--- src/rtl/ram_access_ctrl.sv ---
// ram_access_ctrl: clears a single-port sync RAM after reset, then serves one read/write at a time with optional write verify
module ram_access_ctrl #(
  parameter int AW = 2,
  parameter int DW = 2,
  parameter int VERIFY = 1
) (
  input  logic          clk,
  input  logic          rst,
  input  logic          req_valid_i,
  output logic          req_ready_o,
  input  logic          req_we_i,
  input  logic [AW-1:0] req_addr_i,
  input  logic [DW-1:0] req_wdata_i,
  output logic          rsp_valid_o,
  input  logic          rsp_ready_i,
  output logic [DW-1:0] rsp_rdata_o,
  output logic          rsp_err_o,
  output logic          init_done_o,
  output logic          err_sticky_o,
  output logic [7:0]    err_cnt_o,
  output logic          ram_we_o,
  output logic [AW-1:0] ram_addr_o,
  output logic [DW-1:0] ram_din_o,
  input  logic [DW-1:0] ram_dout_i
);
  typedef enum logic [2:0] {INIT, IDLE, WR, VRD, VCHK, RD, RCAP, RESP} state_t;
  state_t        state_q, state_d;
  logic [AW-1:0] cnt_q, cnt_d;
  logic          init_done_q, init_done_d;
  logic          we_q, we_d;
  logic [AW-1:0] addr_q, addr_d;
  logic [DW-1:0] wdata_q, wdata_d;
  logic [DW-1:0] rdata_q, rdata_d;
  logic          err_q, err_d;
  logic          sticky_q, sticky_d;
  logic [7:0]    ecnt_q, ecnt_d;
  logic          mis;
  // state and datapath registers; reset restarts the sweep and drops any transaction
  always_ff @(posedge clk) begin
    if (rst) begin
      state_q     <= INIT;
      cnt_q       <= '0;
      init_done_q <= 1'b0;
      we_q        <= 1'b0;
      addr_q      <= '0;
      wdata_q     <= '0;
      rdata_q     <= '0;
      err_q       <= 1'b0;
      sticky_q    <= 1'b0;
      ecnt_q      <= '0;
    end else begin
      state_q     <= state_d;
      cnt_q       <= cnt_d;
      init_done_q <= init_done_d;
      we_q        <= we_d;
      addr_q      <= addr_d;
      wdata_q     <= wdata_d;
      rdata_q     <= rdata_d;
      err_q       <= err_d;
      sticky_q    <= sticky_d;
      ecnt_q      <= ecnt_d;
    end
  end
  assign mis = ram_dout_i != wdata_q;
  // next-state and register updates per state
  always_comb begin
    state_d     = state_q;
    cnt_d       = cnt_q;
    init_done_d = init_done_q;
    we_d        = we_q;
    addr_d      = addr_q;
    wdata_d     = wdata_q;
    rdata_d     = rdata_q;
    err_d       = err_q;
    sticky_d    = sticky_q;
    ecnt_d      = ecnt_q;
    case (state_q)
      INIT: begin
        cnt_d = cnt_q + 1'b1;
        if (&cnt_q) begin
          init_done_d = 1'b1;
          state_d     = IDLE;
        end
      end
      IDLE: if (req_valid_i) begin
        we_d    = req_we_i;
        addr_d  = req_addr_i;
        wdata_d = req_wdata_i;
        state_d = req_we_i ? WR : RD;
      end
      WR: begin
        rdata_d = '0;
        err_d   = 1'b0;
        state_d = (VERIFY != 0) ? VRD : RESP;
      end
      VRD: state_d = VCHK;
      VCHK: begin
        err_d    = mis;
        sticky_d = sticky_q | mis;
        ecnt_d   = ecnt_q + {7'd0, mis && ecnt_q != 8'hff};
        state_d  = RESP;
      end
      RD: begin
        err_d   = 1'b0;
        state_d = RCAP;
      end
      RCAP: begin
        rdata_d = ram_dout_i;
        state_d = RESP;
      end
      RESP: state_d = rsp_ready_i ? IDLE : RESP;
      default: state_d = INIT;
    endcase
  end
  assign req_ready_o  = state_q == IDLE;
  assign rsp_valid_o  = state_q == RESP;
  assign rsp_rdata_o  = rdata_q;
  assign rsp_err_o    = err_q;
  assign init_done_o  = init_done_q;
  assign err_sticky_o = sticky_q;
  assign err_cnt_o    = ecnt_q;
  assign ram_we_o     = state_q == INIT || state_q == WR;
  assign ram_addr_o   = state_q == INIT ? cnt_q : addr_q;
  assign ram_din_o    = state_q == WR ? wdata_q : '0;
endmodule

--- config.mk ---
export PLATFORM = sky130hd
export DESIGN_NAME = ram_access_ctrl
export DESIGN_NICKNAME = d
export VERILOG_FILES = /design/src/rtl/ram_access_ctrl.sv
export SDC_FILE = /design/constraint.sdc
export NUM_CORES = 1
export LEC_CHECK = 0
export BUFFER_PORTS_ARGS = -buffer_cell sky130_fd_sc_hd__buf_4
export CAP_MARGIN = 30
export CORE_MARGIN = 2
export CORE_UTILIZATION = 35
export CTS_CLUSTER_SIZE = 40
export DETAILED_ROUTE_END_ITERATION = 10
export PLACE_DENSITY = 0.54
export SYNTH_ARGS = -nofsm -noshare
export SYNTH_HDL_FRONTEND = slang
export SYNTH_SLANG_ARGS = --single-unit
--- constraint.sdc ---
create_clock -name clk -period 2.25 [get_ports clk]
set_clock_uncertainty 0.05 [all_clocks]
set_input_delay 0.3375 -clock clk [delete_from_list [all_inputs] [get_ports clk]]
set_output_delay 0.3375 -clock clk [all_outputs]
set_load 0.05 [all_outputs]
### Yosys cells after proc, flatten, opt, wreduce, memory -nomap -nowiden

Index checks and enable logic that the tools add are counted.

| word-level totals | value |
|---|---|
| flip-flop bits (word level) | 22 |
| latch bits | 0 |
| memory bits (writable) | 0 |
| bits in read-only memories | 0 |
| input bits | 11 |
| output and inout port bits | 20 |
| logic and storage cells | 43 |
| memories kept | 0 |

| cells by class | value |
|---|---|
| add/sub/neg operators | 2 |
| multipliers | 0 |
| divide/modulo/power cells | 0 |
| magnitude comparators | 0 |
| equal/unequal tests | 11 |
| shift-type cells | 0 |
| multiplexer cells | 9 |
| bitwise operators | 1 |
| reduce and logical (&&, ||, !) cells | 11 |

Operators by type and width:

| kind | count |
|---|---|
| 3-bit case mux with 7 select lines | 1 |
| 3-bit equality test (second input constant) | 4 |
| 3-bit two-way mux | 4 |
| 8-bit by 1-bit adder with 8-bit output | 1 |
| 8-bit != test (second input constant) | 1 |
| 3-bit by 2-bit equality test with 1-bit output (second input constant) | 2 |
| 2-bit AND reduction | 3 |
| 2-bit two-way mux | 2 |
| 2-bit != test (second input constant) | 2 |
| 2-bit case mux with 2 select lines | 1 |
| 2-bit nonzero test | 2 |
| 2-bit OR reduction | 2 |
| 3-bit by 1-bit equality test with 1-bit output (second input constant) | 1 |
| 3-bit logical NOT | 1 |
| 3-bit AND reduction | 1 |
| 2-bit by 1-bit adder with 2-bit output (second input constant) | 1 |
| 2-bit != test | 1 |
| 1-bit case mux with 2 select lines | 1 |
| 1-bit logical AND | 1 |
| 1-bit logical OR | 1 |
| 1-bit OR | 1 |

### Depth between registers and ports, before layout

| logic depth | value |
|---|---|
| depth after elaboration | 3 |
| mapped depth | 7 |

### Worst setup path before layout

No wires, ideal clock.

| path | value |
|---|---|
| path type | reg2out |
| from | register state_q[1] |
| to | output port ram_din_o[0] |
| arrival time | 1973 ps |
| data required time | 1862 ps |
| path slack | -111 ps |
| cell stages (with the launch flop) | 4 |
| path through | dfxtp_1 > clkbuf_1 > nand2b_1 > nor3b_1 |

| on the way | value |
|---|---|
| cells in the longest elaborated chain, start to end | 2 |

Ends and longest elaborated chain:

| element | line | source |
|---|---|---|
| from (decl) | 27 | `state_t state_q, state_d;` |
| from (signal assigned) | 52 | `state_q <= state_d;` |
| 3-bit by 2-bit equality test with 1-bit output | 124 | `assign ram_din_o = state_q == WR ? wdata_q : '0;` |
| 2-bit two-way mux | 124 |  |
| to (decl) | 23 | `output logic [DW-1:0] ram_din_o,` |

Every way passes these cells.

### Final worst setup path

| path | value |
|---|---|
| from | register wdata_q[1] |
| to | register ecnt_q[4], in the netlist err_cnt_o[4] |

| on the way | value |
|---|---|
| cells in the longest elaborated chain, start to end | 3 |

Ends and longest elaborated chain:

| element | line | source |
|---|---|---|
| from (decl) | 32 | `logic [DW-1:0] wdata_q, wdata_d;` |
| from (signal assigned) | 57 | `wdata_q <= wdata_d;` |
| 2-bit != test | 64 | `assign mis = ram_dout_i != wdata_q;` |
| 1-bit logical AND | 100 | `ecnt_d = ecnt_q + {7'd0, mis && ecnt_q != 8'hff};` |
| 8-bit by 1-bit adder with 8-bit output | 100 |  |
| to (signal assigned) | 61 | `ecnt_q <= ecnt_d;` |
| to (decl) | 36 | `logic [7:0] ecnt_q, ecnt_d;` |

Every way passes these cells.
A chain may end at the register's enable or synchronous reset.

==> impl_metrics.env <==
export IMPL_status="finished, violations left"
export IMPL_violations="design-rule violations"
export IMPL_nNetsFinal=166
export IMPL_hold_path_depth=2
export IMPL_syn_area_per_cell_um2=8.94
export IMPL_crit_arrival_ns=2.27
export IMPL_synthCells=118
export IMPL_drive_gt1_share_pct=31.1
export IMPL_busiest_layer="met2"
export IMPL_cts_sinks=22
export IMPL_drcViolationCount=2
export IMPL_cap_violations=0
export IMPL_num_vias=941
export IMPL_worst_slack_ns=0.141
export IMPL_power_uw=902
export IMPL_rsz0062_at_grt="false"
export IMPL_postCtsSetupRepairBufs=0
export IMPL_synthFlopType="dfxtp_1"
export IMPL_die_w_um=58.9
export IMPL_fin_crit_sh_pct=93.8
export IMPL_grt_util_met2_pct=24.0
export IMPL_die_area_mm2=0.00347
export IMPL_grt_start_max_net_pins=23
export IMPL_yosysWarnings=0
export IMPL_final_hold_viol_count=0
export IMPL_root_buffer="clkbuf_4"
export IMPL_cp_max_fo=3
export IMPL_syn_num_nets=132
export IMPL_grt_pass1_wl_um=3950
export IMPL_dieHeight_um=58.9
export IMPL_min_period_ns=2.11
export IMPL_use_met3_pct=3.96
export IMPL_clock_fmax_mhz=474
export IMPL_place_hpwl_um=1780
export IMPL_post_place_ws_ns=0.115
export IMPL_hold_start="rsp_ready_i"
export IMPL_ys_top_cells_by_area="dfxtp_1, mux2i_1, a21oi_1"
export IMPL_cts_path_max_buffers=2
export IMPL_p_per_area_mw_per_mm2=647
export IMPL_switching_share_pct=26.6
export IMPL_numCtsBuffers=3
export IMPL_wire_per_inst_um=13.2
export IMPL_antenna_found_initial=0
export IMPL_yosysMostFrequentCell="dfxtp_1"
export IMPL_worst_pin_slew_ns=0.457
export IMPL_reg2reg_to="err_cnt_o[4]"
export IMPL_cp_end_kind="register"
export IMPL_p_sw_uw=240
export IMPL_cts_resized=0
export IMPL_holdBufCountCts=0
export IMPL_fillerInstances=293
export IMPL_async_flop_share_pct=0
export IMPL_diodes=0
export IMPL_p_int_uw=662
export IMPL_rows=19
export IMPL_synth_edf_count=0
export IMPL_crit_path_start="wdata_q[1]"
export IMPL_insertion_delay_ns=0.31
export IMPL_synth_area_mm2=0.00105
export IMPL_relSlewSlack_pct=69.5
export IMPL_pin_count=31
export IMPL_min_to="state_q[2]"
export IMPL_grt_pass1_vias=904
export IMPL_coreArea_mm2=0.00281
export IMPL_grt_use_met1_pct=19.5
export IMPL_yosysSeqAreaShare_pct=41.8
export IMPL_start_util_pct=37.6
export IMPL_synth_top_cell_by_area="dfxtp_1"
export IMPL_tns_ns=0
export IMPL_gp_congestion=0.775
export IMPL_maxSlewViolCount=0
export IMPL_r2r_slack_ns=0.14
export IMPL_cts_max_level=1
export IMPL_path_class="reg2reg"
export IMPL_antenna_left=0
export IMPL_cts_tree="done"
export IMPL_grt_overflow=0
export IMPL_grtUsageTotal_pct=14.5
export IMPL_combPwrFrac_pct=20.3
export IMPL_dr_pass1_iters=9
export IMPL_leakagePower_uw=0.000581
export IMPL_synth_cell_types=34
export IMPL_vdd_drop_max_mv=0.354
export IMPL_setup_viol=0
export IMPL_r2r_cells=7
export IMPL_wl_um=2400
export IMPL_pwr_share_clk_pct=33.3
export IMPL_via_per_inst=5.17
export IMPL_portBuffers=30
export IMPL_seqPwrFrac_pct=46.4
export IMPL_rr_startpoint="wdata_q[1]"
export IMPL_clkTransAtPathRegs_ns=0.12
export IMPL_area_growth_pct=32.0
export IMPL_netlist_top_cells_count="dfxtp_1, a21oi_1, nor2_1"
export IMPL_crit_required_ns=2.41
export IMPL_ys_seq_elements=22
export IMPL_yosysTopAreaCellShare_pct=41.8
export IMPL_startpoint_type="register"
export IMPL_drtIter0Drc=18
export IMPL_worst_hold_path_type="in2reg"
[worst max-delay path: stages (launching register included)]
cell	delay [ns]
dfxtp_1	0.41
xor2_1	0.25
o22a_1	0.19
ha_1	0.16
ha_1	0.16
nor4bb_1	0.38
nand3_1	0.13
mux2_2	0.28
[final cells by class]
cell class	count	area [µm²]	share of cell area, %
sequential	22	440	31.6
inverter	3	11.3	0.809
clock buffer	3	22.5	1.62
tap	31	38.8	2.79
multi-input combinational	85	572	41.1
timing repair buffer	37	278	19.9
clock inverter	1	30.0	2.16
[cell usage in the layout (no fill, tap or decap), types with 4 or more instances in the layout]
cell | netlist | layout
a21oi_1 | 12 | 12
nor3_1 | 4 | 4
nand3_1 | 5 | 5
nor2_1 | 12 | 12
buf_4 | 1 | 37
nand2_1 | 5 | 5
mux2i_1 | 7 | 7
dfxtp_1 | 22 | 22
[metal layers]
| layer | wire length [µm] | up-vias |
|---|---|---|
| met5 | 0 | - |
| met4 | 16 | 0 |
| met3 | 114 | 2 |
| met2 | 1080 | 26 |
| met1 | 1190 | 426 |
| li1 | - | 487 |
[per-stage QoR]
| step | util, % | std cells | hold WS (ns) | cell area, µm² |
|---|---|---|---|---|
| floorplan | - | 118 | 0.381 | 1060 |
| global placement | 47.8 | 178 | 0.388 | 1340 |
| detailed placement | 47.8 | 178 | 0.392 | 1340 |
| CTS | 49.6 | 182 | 0.162 | 1390 |
| global route | 49.6 | 182 | 0.157 | 1390 |
| finish | 49.6 | 182 | 0.165 | 1390 |
[registers in the layout (all words and copies together) (netlist names)]
signal,flops
err_sticky_o,1
err_cnt_o,8
state_q,3
rsp_err_o,1
addr_q,2
init_done_o,1
wdata_q,2
rsp_rdata_o,2
cnt_q,2
[power by group through the flow]
stage                     clock, µW  combinational, µW  sequential [µW]
after floorplan                   0                122              431
after global placement            0                183              427
after detailed placement          0                184              427
after CTS                       312                185              419
after global routing            324                197              421
final                           300                183              418
[cells by family (layout without fill, tap and decap cells)]
family	Yosys count	count (layout)	synth area share, %
mux	10	10	9.85
compound gates	22	22	12.7
fa+ha+maj	3	3	3.56
xor+xnor	4	4	3.32
buf+inv	11	44	4.98
flops	22	22	41.8
simple gates	46	46	23.8
[worst max-delay path by stage]
stage                        end  cells past startpoint  slack (ns)
floorplan           err_cnt_o[4]                      7        0.05
global placement    err_cnt_o[4]                      8        0.25
detailed placement  err_cnt_o[4]                      8        0.11
CTS                 err_cnt_o[4]                      7        0.12
global route        err_cnt_o[4]                      7        0.02
finish              err_cnt_o[4]                      7        0.14
Note: power is estimated with default switching activity, not from simulation.
